<file path="src/rtl/alu_stage_pkg.sv">
// Shared types for the ALU result stage: NZCV flag layout, B.cond condition
// codes, buffered entry format and the fixed buffer depth.
package alu_stage_pkg;

  localparam int DEPTH    = 2;
  localparam int RESULT_W = 64;

  typedef struct packed {
    logic n;
    logic z;
    logic c;
    logic v;
  } flags_t;

  typedef enum logic [3:0] {
    COND_EQ = 4'h0,
    COND_NE = 4'h1,
    COND_HS = 4'h2,
    COND_LO = 4'h3,
    COND_MI = 4'h4,
    COND_PL = 4'h5,
    COND_VS = 4'h6,
    COND_VC = 4'h7,
    COND_HI = 4'h8,
    COND_LS = 4'h9,
    COND_GE = 4'hA,
    COND_LT = 4'hB,
    COND_GT = 4'hC,
    COND_LE = 4'hD,
    COND_AL = 4'hE,
    COND_NV = 4'hF
  } cond_e;

  typedef struct packed {
    logic [RESULT_W-1:0] result;
    logic                take_branch;
  } entry_t;

endpackage

</file>
<file path="src/rtl/cond_check.sv">
// Combinational LEGv8 B.cond evaluator: decides whether a condition code holds
// for a given NZCV flag set. AL and NV both evaluate as always true.
module cond_check
  import alu_stage_pkg::*;
(
  input  flags_t flags_i,
  input  cond_e  cond_i,
  output logic   cond_true_o
);

  // Decode the condition code against the supplied flags
  always_comb begin
    cond_true_o = 1'b1;
    case (cond_i)
      COND_EQ: cond_true_o = flags_i.z;
      COND_NE: cond_true_o = ~flags_i.z;
      COND_HS: cond_true_o = flags_i.c;
      COND_LO: cond_true_o = ~flags_i.c;
      COND_MI: cond_true_o = flags_i.n;
      COND_PL: cond_true_o = ~flags_i.n;
      COND_VS: cond_true_o = flags_i.v;
      COND_VC: cond_true_o = ~flags_i.v;
      COND_HI: cond_true_o = flags_i.c & ~flags_i.z;
      COND_LS: cond_true_o = ~flags_i.c | flags_i.z;
      COND_GE: cond_true_o = (flags_i.n == flags_i.v);
      COND_LT: cond_true_o = (flags_i.n != flags_i.v);
      COND_GT: cond_true_o = ~flags_i.z & (flags_i.n == flags_i.v);
      COND_LE: cond_true_o = flags_i.z | (flags_i.n != flags_i.v);
      default: cond_true_o = 1'b1;
    endcase
  end

endmodule

</file>
<file path="src/rtl/alu_result_stage.sv">
// Execute-stage back end behind the ALU: a 2-entry valid/ready buffer carrying
// result + resolved B.cond decision to MEM, plus the architectural NZCV register.
// The branch condition is judged against the flags held before this cycle's
// update, so a flag-setting B.cond sees the older flags.
// Optional feature macro: ALU_STICKY_OVF_EN adds clr_sticky / sticky_ovf, a
// sticky record of any flag-setting overflow.
module alu_result_stage
  import alu_stage_pkg::*;
#(
  parameter int WIDTH = RESULT_W
) (
  input  logic             clk,
  input  logic             reset_n,
  input  logic             in_valid,
  output logic             in_ready,
  input  logic [WIDTH-1:0] in_result,
  input  logic             in_negative,
  input  logic             in_zero,
  input  logic             in_overflow,
  input  logic             in_carry_out,
  input  logic             in_set_flags,
  input  logic             in_is_bcond,
  input  logic [3:0]       in_cond,
  output logic             out_valid,
  input  logic             out_ready,
  output logic [WIDTH-1:0] out_result,
  output logic             out_take_branch,
`ifdef ALU_STICKY_OVF_EN
  input  logic             clr_sticky,
  output logic             sticky_ovf,
`endif
  output logic [3:0]       flags_q
);

  entry_t     mem_q [DEPTH];
  entry_t     head_entry;
  entry_t     wr_entry;
  logic       head_q, head_d;
  logic       tail_q, tail_d;
  logic [1:0] count_q, count_d;
  logic [3:0] flags_d;
  logic       accept, pop;
  logic       cond_true;
  flags_t     cur_flags;

  assign cur_flags = flags_t'(flags_q);

  cond_check u_cond_check (
    .flags_i     (cur_flags),
    .cond_i      (cond_e'(in_cond)),
    .cond_true_o (cond_true)
  );

  assign in_ready  = (count_q != 2'(DEPTH));
  assign out_valid = (count_q != 2'd0);
  assign accept    = in_valid & in_ready;
  assign pop       = out_valid & out_ready;

  assign wr_entry.result      = in_result;
  assign wr_entry.take_branch = in_is_bcond & cond_true;

  // Empty buffer presents zeros so stale storage never leaks to MEM
  assign head_entry      = mem_q[head_q];
  assign out_result      = out_valid ? head_entry.result : '0;
  assign out_take_branch = out_valid & head_entry.take_branch;

  // Pointer, occupancy and flag next-state
  always_comb begin
    head_d  = head_q;
    tail_d  = tail_q;
    count_d = count_q;
    flags_d = flags_q;
    if (pop)    head_d = ~head_q;
    if (accept) tail_d = ~tail_q;
    case ({accept, pop})
      2'b10:   count_d = count_q + 2'd1;
      2'b01:   count_d = count_q - 2'd1;
      default: count_d = count_q;
    endcase
    if (accept && in_set_flags)
      flags_d = {in_negative, in_zero, in_carry_out, in_overflow};
  end

  // Control state; reset empties the buffer so no entry survives it
  always_ff @(posedge clk or negedge reset_n) begin
    if (!reset_n) begin
      head_q  <= 1'b0;
      tail_q  <= 1'b0;
      count_q <= 2'd0;
      flags_q <= 4'b0000;
    end else begin
      head_q  <= head_d;
      tail_q  <= tail_d;
      count_q <= count_d;
      flags_q <= flags_d;
    end
  end

  // Entry storage; contents only matter while counted as occupied
  always_ff @(posedge clk) begin
    if (accept) mem_q[tail_q] <= wr_entry;
  end

`ifdef ALU_STICKY_OVF_EN
  logic sticky_q, sticky_d;

  assign sticky_ovf = sticky_q;

  // A new overflow wins over a simultaneous clear
  always_comb begin
    sticky_d = sticky_q;
    if (accept && in_set_flags && in_overflow) sticky_d = 1'b1;
    else if (clr_sticky)                       sticky_d = 1'b0;
  end

  // Sticky overflow register
  always_ff @(posedge clk or negedge reset_n) begin
    if (!reset_n) sticky_q <= 1'b0;
    else          sticky_q <= sticky_d;
  end
`endif

endmodule

</file>
<file path="config.mk">
export PLATFORM = sky130hd
export DESIGN_NAME = alu_result_stage
export DESIGN_NICKNAME = d
export VERILOG_FILES = /design/src/rtl/alu_stage_pkg.sv /design/src/rtl/cond_check.sv /design/src/rtl/alu_result_stage.sv
export SDC_FILE = /design/constraint.sdc
export NUM_CORES = 1
export LEC_CHECK = 0
export ABC_AREA = 0
export CAP_MARGIN = 10
export CORE_MARGIN = 1.5
export CORE_UTILIZATION = 35
export CTS_BUF_LIST = sky130_fd_sc_hd__clkbuf_8
export DETAILED_ROUTE_END_ITERATION = 7
export SLEW_MARGIN = 20
export SYNTH_ARGS = -nofsm -noshare
export SYNTH_HDL_FRONTEND = slang
export SYNTH_SLANG_ARGS = --single-unit
</file>
<file path="constraint.sdc">
create_clock -name clk -period 8.3 [get_ports clk]
set_clock_uncertainty 0.2 [all_clocks]
set_input_delay 0.83 -clock clk [delete_from_list [all_inputs] [get_ports clk]]
set_output_delay 0.83 -clock clk [all_outputs]
set_load 0.03 [all_outputs]
</file>
==> impl_metrics.ini <==
[die]
dieHeight_um = 127
design.die.area_um2 = 16200
io-pin-count = 149
core_um2 = 15100
start_util_pct = 35.7
die_w_um = 127
row_count = 45

[logic_synthesis]
ys.warnings.count = 0
synth_top_area_cell = edfxtp_1
netlist.area_leader.share_pct = 72.2
syn_area_um2 = 5410
synthesis.nets = 404
netlist_instances = 325
syn_avg_cell_area_um2 = 16.6
netlist_top_cells_area = edfxtp_1, mux2i_1, nor2_1
synth_cell_types = 32
ys_seq_elements = 138
yosysSeqAreaShare_pct = 75.9

[global_routing]
antenna_found_initial = 0
grt_pass1_wl_um = 16900
gr-usage-all-layers_pct = 14.0
grt_max_degree = 66
overflow = 0
grt_pass1_vias = 3216

[place]
dp_cells = 647
place_ws_ps = 4870
place_congestion = 0.719
hpwl_um = 6740
portBuffers = 148

[route]
drt_iter0_drc = 139
routedWlPerCell_um = 15.6
drc = 0
viasPerCell = 4.66
drtAntennaViolNets = 0
num_vias = 3161
drt_first_pass_iters = 4
routed_wl_um = 10600

[worst_setup_path]
cp.arrival_ps = 2620
cp_num_buf_inv = 2
path_class = flip-flop to output pin
worstPathCellList = nor2_4 > buf_4 > nor2_1 > clkdlybuf4s50_1
r2r_slack_ps = 5650
cp_top_family = buffers and inverters
critPathMaxFanout = 50
slowest_stage = clkdlybuf4s50_1
r2r_cells = 4
worstPathRequired_ps = 7270
cp-end-kind = output pin
startpoint_type = flip-flop
timing.rr.end = mem_q[0][1]
cpPeakStageDelay_ps = 630
reg2reg_from = count_q[0]

[clock_tree]
clk_latency_ps = 430
cts_made_buffers = 17
cts_resized = 0
cts_setup_buffers = 0
clk_path_buf_depth = 2
path_clk_slew_ps = 70
cts.sinks = 138
cts_root_buf = clkbuf_8
cts_tree = yes
cts_max_level = 4
hold_buffers = 0

[power_and_ir_drop]
ir_drop_mv = 0.236
p_leak_nw = 2.73
powerDensity_nw_per_um2 = 393

[min_path]
hold_start = tail_q
worst_hold_path.endpoint = tail_q
holdPathStages = 1
hold_class = flip-flop to flip-flop

[sta]
hold_violations = 0
relSlewSlack_pct = 37.3
finalSetupTns_ps = 0
rsz0062_at_grt = no
layout_setup_ws_ps = 4650
whs_ps = 355
post-route-min-period_ps = 3650
fmax_mhz = 274
finalSetupViolations = 0
tightest_slew_ps = 940
final-max-slew-violation-count = 0
period_share_pct = 44.0

[final_layout]
n_fill_cell = 1320
final_layout_size_suffix_gt1_share_pct = 7.94
final_nets = 557
final_cells = 679
antenna_cells = 0
syn2layout_area_growth_pct = 37.8

[status]
status = complete, no violations

[job]
drv_cap = 0
==> power by group <==
part,internal [mW],switching (mW)
Clock,0.260,0.246
Combinational,0.559,0.807
Sequential,0.957,0.0984
Total,1.78,1.15
==> layout make-up <==
type	instances	area, µm²	area share (%)
clock buffer	17	234	3.14
inverter	2	7.51	0.101
tap	188	235	3.16
sequential	138	4110	55.1
clock inverter	15	133	1.78
timing repair buffer	151	1520	20.4
multi-input combinational	168	1220	16.3
==> layer usage <==
| layer | share of wire, % | wire, µm | GRT usage, % |
|---|---|---|---|
| met5 | 0 | 0 | 0 |
| met4 | 1.9 | 206 | 6.42 |
| met3 | 4.7 | 495 | 4.19 |
| met2 | 48 | 5140 | 22.4 |
| met1 | 45 | 4780 | 17.5 |
==> how the worst max path moves through the flow <==
stage | startpoint | endpoint | slack [ps] | cells past startpoint
floorplan | in_valid | mem_q[0][0] | 3960 | 2
CTS | count_q[1] | out_result[3] | 4530 | 4
global route | count_q[1] | out_result[10] | 4420 | 4
global placement | head_q | out_result[3] | 4890 | 3
detailed placement | in_valid | mem_q[0][25] | 4870 | 4
finish | count_q[1] | out_result[10] | 4650 | 4
==> cell usage in the layout (no fill, tap or decap), types with 2 or more instances in the layout <==
cell type	instances
mux2_2	2
mux2_1	2
bufinv_16	2
xor2_1	5
clkinvlp_4	2
buf_4	2
clkinv_1	4
inv_1	2
clkdlybuf4s50_1	148
clkbuf_8	17
mux2i_1	67
nor2_4	2
nor2_1	66
nand2_1	2
clkinv_2	5
dfrtp_1	7
xnor2_1	3
edfxtp_1	130
nand3b_1	3
==> metrics by stage <==
step	utilization, %	total power, mW	instance area, µm²
after global routing	49.2	3.09	7450
after detailed placement	46.8	2.46	7080
final	49.2	2.93	7450
after floorplan	-	1.90	5410
after global placement	46.6	2.45	7060
after CTS	49.2	2.97	7450
==> synthesized netlist by cell type (all sizes together) <==
cell type / count
ha: 1
nor2: 68
nor3: 1
o21ai: 1
clkbuf: 6
nand3b: 3
nor2b: 1
nand2b: 1
and2: 1
a41o: 1
buf: 11
dfrtp: 8
nand2: 2
o31a: 1
nand3: 1
o32ai: 1
and3: 1
nor4: 1
o2bb2ai: 1
nor4b: 1
and3b: 1
edfxtp: 130
mux2i: 67
or3: 1
mux2: 4
xor2: 5
xnor2: 3
inv: 2
==> cells by family after synthesis <==
kind of cell             count (synthesis)  synth area share, %
flip-flops                             138                 75.9
AND/OR/NAND/NOR                         83                 6.62
multiplexers                            71                 13.2
buffers and inverters                   19                 1.97
XOR/XNOR                                 8                 1.30
AO/OA/AOI/OAI                            5                0.764
adder cells (fa/ha/maj)                  1                0.231
==> worst reg2reg max path: stages (launching register included) <==
cell and delay (ps):
dfrtp_1 450, nand2b_1 210, nand2_1 160, nor2_4 620, buf_4 620
==> state kept, by name, indices dropped and copies added, names as in the netlist <==
signal	count
flags_q	4
head_q	1
tail_q	1
mem_q	130
count_q	2
No activity file was read; power rests on OpenSTA's default activity.
==> patch 1, RTL diff (same flow settings) <==
Build with the macro `ALU_STICKY_OVF_EN` defined.
--- a/src/rtl/alu_result_stage.sv
+++ b/src/rtl/alu_result_stage.sv
@@ -4,6 +4,8 @@
 // update, so a flag-setting B.cond sees the older flags.
 // Optional feature macro: ALU_STICKY_OVF_EN adds clr_sticky / sticky_ovf, a
 // sticky record of any flag-setting overflow.
+`define ALU_STICKY_OVF_EN
+
 module alu_result_stage
   import alu_stage_pkg::*;
 #(
Ports: changed (added clr_sticky and sticky_ovf); port bits go from 149 to 151. The function was not compared with the original's and may differ.
==> patch 1 against the unedited design <==
  * Worst setup slack improved by 0.061 ns
  * Final area rose by 1.3%
  * Register-to-register slack worse by 0.05 ns
  * Synthesized cell count increased by 1.5%
  * Sequential cell count rose by 1
  * Routed wire length increased by 0.87%
  * Power rose by 2.2%
  * Synthesized area is 0.67% higher
  * Critical path type unchanged
  * Largest power group unchanged
==> patch 1: results <==
group,metric,value,unit
power_and_ir_drop,peakVddDrop,0.227,mV
synth,syn-instance-count,330,
layout,drive_above_1_share,0.0703,
critical_path,critPathMaxStageDelay,0.78,ns
placed_design,io_buffers,150,
routing,via_count,3159,
critical_path,cpLargestDelayFamily,"buffers and inverters",
synth,syn_nets,410,
synth,synth_adder_area_share,0.00230,
critical_path,slowest_stage,"dfrtp_4",
grt,grt_max_degree,67,
hold_path,min_path_type,"reg2reg",
placed_design,placement.cell_area,7150,um^2
power_and_ir_drop,p_leak,2.80,nW
synth,synth.area.mux_share,0.129,
grt,grt_pass1_wl,17.0,mm
timing,drv_slew,0,
routing,dr.first_iter.drc_count,114,
cts,cts_buffers,17,
synth,synth-async-reset-ratio,0.0647,
routing,routedWlPerCell,15.6,um
cts,clock_path_buffers,2,
routing,via_per_inst,4.60,
placed_design,hpwl,6.64,mm
grt,grt_usage,0.140,
synth,synth_xor_area_frac,0.0129,
critical_path,reg2reg_slack,5.60,ns
timing,whs,0.362,ns
grt,antenna_found_initial,0,
routing,first_pass_iters,4,
placed_design,place_inst,654,
placed_design,pre_cts_slack,4.83,ns
power_and_ir_drop,p_switching,1.15,mW
cts,cts-root-buf,"clkbuf_8",
grt,grt_pass1_vias,3367,
timing,relSlewSlack,0.357,
synth,ys_types,33,
synth,ys_seq_area_frac,0.758,
layout,fill_cells,1323,
placed_design,routabilityCongestion,0.717,
cts,clk_pin_slew_worst_paths,0.07,ns
cts,htreeDepth,4,
critical_path,worstPathMaxFanout,38,
status,status,"finished, final reports clean",
layout,fin_nets,565,
synth,synth_common_cells,"edfxtp_1 (130), nor2_1 (68), mux2i_1 (67)",
synth,synth_top_cells_by_area,"edfxtp_1 (72%), mux2i_1 (12%), nor2_1 (4.7%)",
timing,post-route-period-util,0.433,
critical_path,arrival,2.56,ns
synth,synth_edf_count,130,
layout,n_antenna_cell,0,
synth,synth_compound_area_frac,0.00965,
cts,cts_resized,0,
patch 1: cell count changes after synthesis, sizes merged:
cell   before  now
mux2        4    3
nand2       2    3
o21ai       1    2
o22ai       0    1
inv         2    4
dfrtp       8    9
patch 1: cell type report:
type	count	area [um^2]	area share
multi-input cells	170	1220	0.162
clock inverters	15	165	0.0219
flip-flops and latches	139	4130	0.548
clock buffers	17	234	0.0310
inverters	4	15.0	0.00199
well taps	188	235	0.0312
repair buffers	153	1540	0.205
patch 1: path summary, 6_finish.rpt:
check / startpoint / endpoint / depth (start not counted)
worst min-delay path: flags_q[1] / flags_q[1] / 1
min in group asynchronous: reset_n / flags_q[2] / 1
worst max register to register: count_q[0] / mem_q[0][20] / 4
max in group asynchronous: reset_n / head_q / 1
worst max-delay path: head_q / out_result[44] / 4
worst min register to register: flags_q[1] / flags_q[1] / 1
patch 1: cells by family after synthesis:
logic type,after synthesis
xor+xnor,8
simple gates,84
flops,139
compound gates,7
buf+inv,21
mux,70
fa+ha+maj,1
patch 1: power groups by stage:
stage                     clock network (mW)  logic [mW]  registers [mW]
after global routing                   0.601        1.47            1.07
after detailed placement                   0        1.40            1.07
after CTS                              0.572        1.40            1.06
after floorplan                            0       0.861            1.04
after global placement                     0        1.34            1.11
final                                  0.554        1.38            1.05
patch 1: metal layers:
layer / wire [um] / GRT usage / share of wire
met3: 619 / 0.0518 / 0.058
met1: 4640 / 0.163 / 0.43
met4: 201 / 0.0654 / 0.019
met2: 5260 / 0.230 / 0.49
met5: 0 / 0 / 0
patch 1: worst reg2reg max path, delay by kind of cell, from the launching register on:
kind,cells,cell delay [ns]
simple gates,3,1.13
buf+inv,1,0.56
flops,1,0.45
==> patch 2, RTL diff (same settings) <==
Without the edit above. Register the output `flags_q` once more, without a reset; this adds one clock of latency there. The other outputs are not delayed to match.
--- a/src/rtl/alu_result_stage.sv
+++ b/src/rtl/alu_result_stage.sv
@@ -32,6 +32,8 @@
   output logic [3:0]       flags_q
 );
 
+  logic [3:0] flags_q_s0;
+
   entry_t     mem_q [DEPTH];
   entry_t     head_entry;
   entry_t     wr_entry;
@@ -43,7 +45,7 @@
   logic       cond_true;
   flags_t     cur_flags;
 
-  assign cur_flags = flags_t'(flags_q);
+  assign cur_flags = flags_t'(flags_q_s0);
 
   cond_check u_cond_check (
     .flags_i     (cur_flags),
@@ -69,7 +71,7 @@
     head_d  = head_q;
     tail_d  = tail_q;
     count_d = count_q;
-    flags_d = flags_q;
+    flags_d = flags_q_s0;
     if (pop)    head_d = ~head_q;
     if (accept) tail_d = ~tail_q;
     case ({accept, pop})
@@ -87,12 +89,12 @@
       head_q  <= 1'b0;
       tail_q  <= 1'b0;
       count_q <= 2'd0;
-      flags_q <= 4'b0000;
+      flags_q_s0 <= 4'b0000;
     end else begin
       head_q  <= head_d;
       tail_q  <= tail_d;
       count_q <= count_d;
-      flags_q <= flags_d;
+      flags_q_s0 <= flags_d;
     end
   end
 
@@ -120,5 +122,9 @@
   end
 `endif
 
+  always_ff @(posedge clk) begin
+    flags_q <= flags_q_s0;
+  end
+
 endmodule
 
Behaviour: not the same (Yosys sat finds a counterexample within 4 cycles, from zero or initial values and one cycle with reset_n low).
==> patch 2 against the unedited design <==
  * Worst setup slack better by 0.050 ns
  * Final area up 2.2%
  * Non-clock buffer count unchanged
  * Synthesized area up 1.5%
  * Power up 3.3%
  * Global-route usage down 0.31 points
  * Routed wire length up 0.72%
  * Sequential cell count up 4
  * Critical path type unchanged
  * Largest power group unchanged
  * Highest routed layer unchanged
==> patch 2: results <==
group,metric,value,unit
critical_path,arrival,2.57,ns
placed_design,io_buffers,148,
critical_path,critPathMaxStageDelay,0.82,ns
routing,first_pass_iters,4,
timing,whs,0.218,ns
grt,grt_pass1_vias,3348,
routing,wl_met1,4.58,mm
cts,cts_setup_buffers,0,
routing,highest_layer,"met4",
routing,route.met2.wl,5.36,mm
status,status,"finished, final reports clean",
critical_path,cpLargestDelayFamily,"buffers and inverters",
critical_path,worstPathMaxFanout,35,
layout,fill_cells,1335,
grt,grt_usage,0.137,
layout,drive_above_1_share,0.0789,
layout,n_antenna_cell,0,
synth,ys_types,33,
layout,largest_register_ffs,130,
timing,relSlewSlack,0.357,
placed_design,hpwl,6.73,mm
layout,largest_register,"mem_q",
placed_design,routabilityCongestion,0.742,
grt,antenna_found_initial,0,
timing,post-route-period-util,0.434,
synth,synth-async-reset-ratio,0.0563,
hold_path,min_from,"cur_flags[1]",
routing,dr.first_iter.drc_count,135,
cts,clock_insertion_delay_worst_skew,0.44,ns
routing,via_per_inst,4.47,
synth,synth_edf_count,130,
power_and_ir_drop,peakVddDrop,0.216,mV
grt,grt_max_degree,67,
critical_path,r2r_start,"count_q[0]",
hold_path,whs_path_depth,0,
power_and_ir_drop,p_leak,2.80,nW
routing,drc,0,
synth,ys_seq_area_frac,0.762,
routing,routedWlPerCell,15.2,um
grt,grt_pass1_wl,16.7,mm
synth,synth_common_cells,"edfxtp_1 (130), nor2_1 (68), mux2i_1 (67)",
critical_path,slowest_stage,"dfrtp_4",
synth,ys.flop_type,"edfxtp_1",
hold_path,whs_endpoint,"flags_q[1]",
placed_design,pre_cts_slack,4.90,ns
synth,synth_top_cells_by_area,"edfxtp_1 (71%), mux2i_1 (12%), nor2_1 (4.7%)",
synth,syn_nets,408,
critical_path,r2r-end,"mem_q[0][35]",
cts,clock_path_buffers,2,
hold_path,min_path_type,"reg2reg",
critical_path,reg2reg_slack,5.64,ns
synth,ys_warn_count,0,
critical_path,worstRegToRegCells,4,
cts,htreeDepth,4,
routing,wl_met3,586,um
layout,fin_nets,561,
patch 2: cell count changes after synthesis:
cell,change
dfxtp_1,+4
patch 2: cell type report:
type / instances / area [um^2] / area share
clock buffer: 17 / 234 / 0.0307
timing repair buffer: 151 / 1520 / 0.200
tap: 211 / 264 / 0.0347
inverter: 2 / 7.51 / 0.000986
sequential: 142 / 4190 / 0.550
clock inverter: 14 / 178 / 0.0233
multi-input combinational: 168 / 1220 / 0.160
patch 2: worst max path at each step:
stage,from,end
2_1_floorplan,in_valid,mem_q[0][0]
3_3_place_gp,head_q,out_result[63]
3_5_place_dp,in_valid,mem_q[0][43]
4_1_cts,head_q,out_result[56]
5_1_grt,head_q,out_result[54]
6_report,head_q,out_result[56]
patch 2: logic make-up after synthesis:
kind of cell / share of synthesized area
fa+ha+maj: 0.00228
xor+xnor: 0.0128
compound gates: 0.00752
buf+inv: 0.0194
simple gates: 0.0652
mux: 0.130
flops: 0.762
patch 2: stage by stage:
stage | instances | area [um^2] | power (mW)
floorplan | 329 | 5490 | 1.93
global placement | 673 | 7170 | 2.48
detailed placement | 674 | 7200 | 2.50
CTS | 705 | 7610 | 3.07
global route | 705 | 7610 | 3.19
finish | 705 | 7610 | 3.03
patch 2: metal layers:
metal	track usage	vias to the layer above
li1	-	1516
met1	0.163	1526
met2	0.227	98
met3	0.0430	14
met4	0.0628	0
met5	0	-
patch 2: report_power, final:
| part | switching (mW) | internal, mW | leakage, nW |
|---|---|---|---|
| logic | 0.812 | 0.563 | 1.25 |
| clock network | 0.248 | 0.321 | 0.219 |
| registers | 0.0967 | 0.986 | 1.33 |
| total | 1.16 | 1.87 | 2.80 |
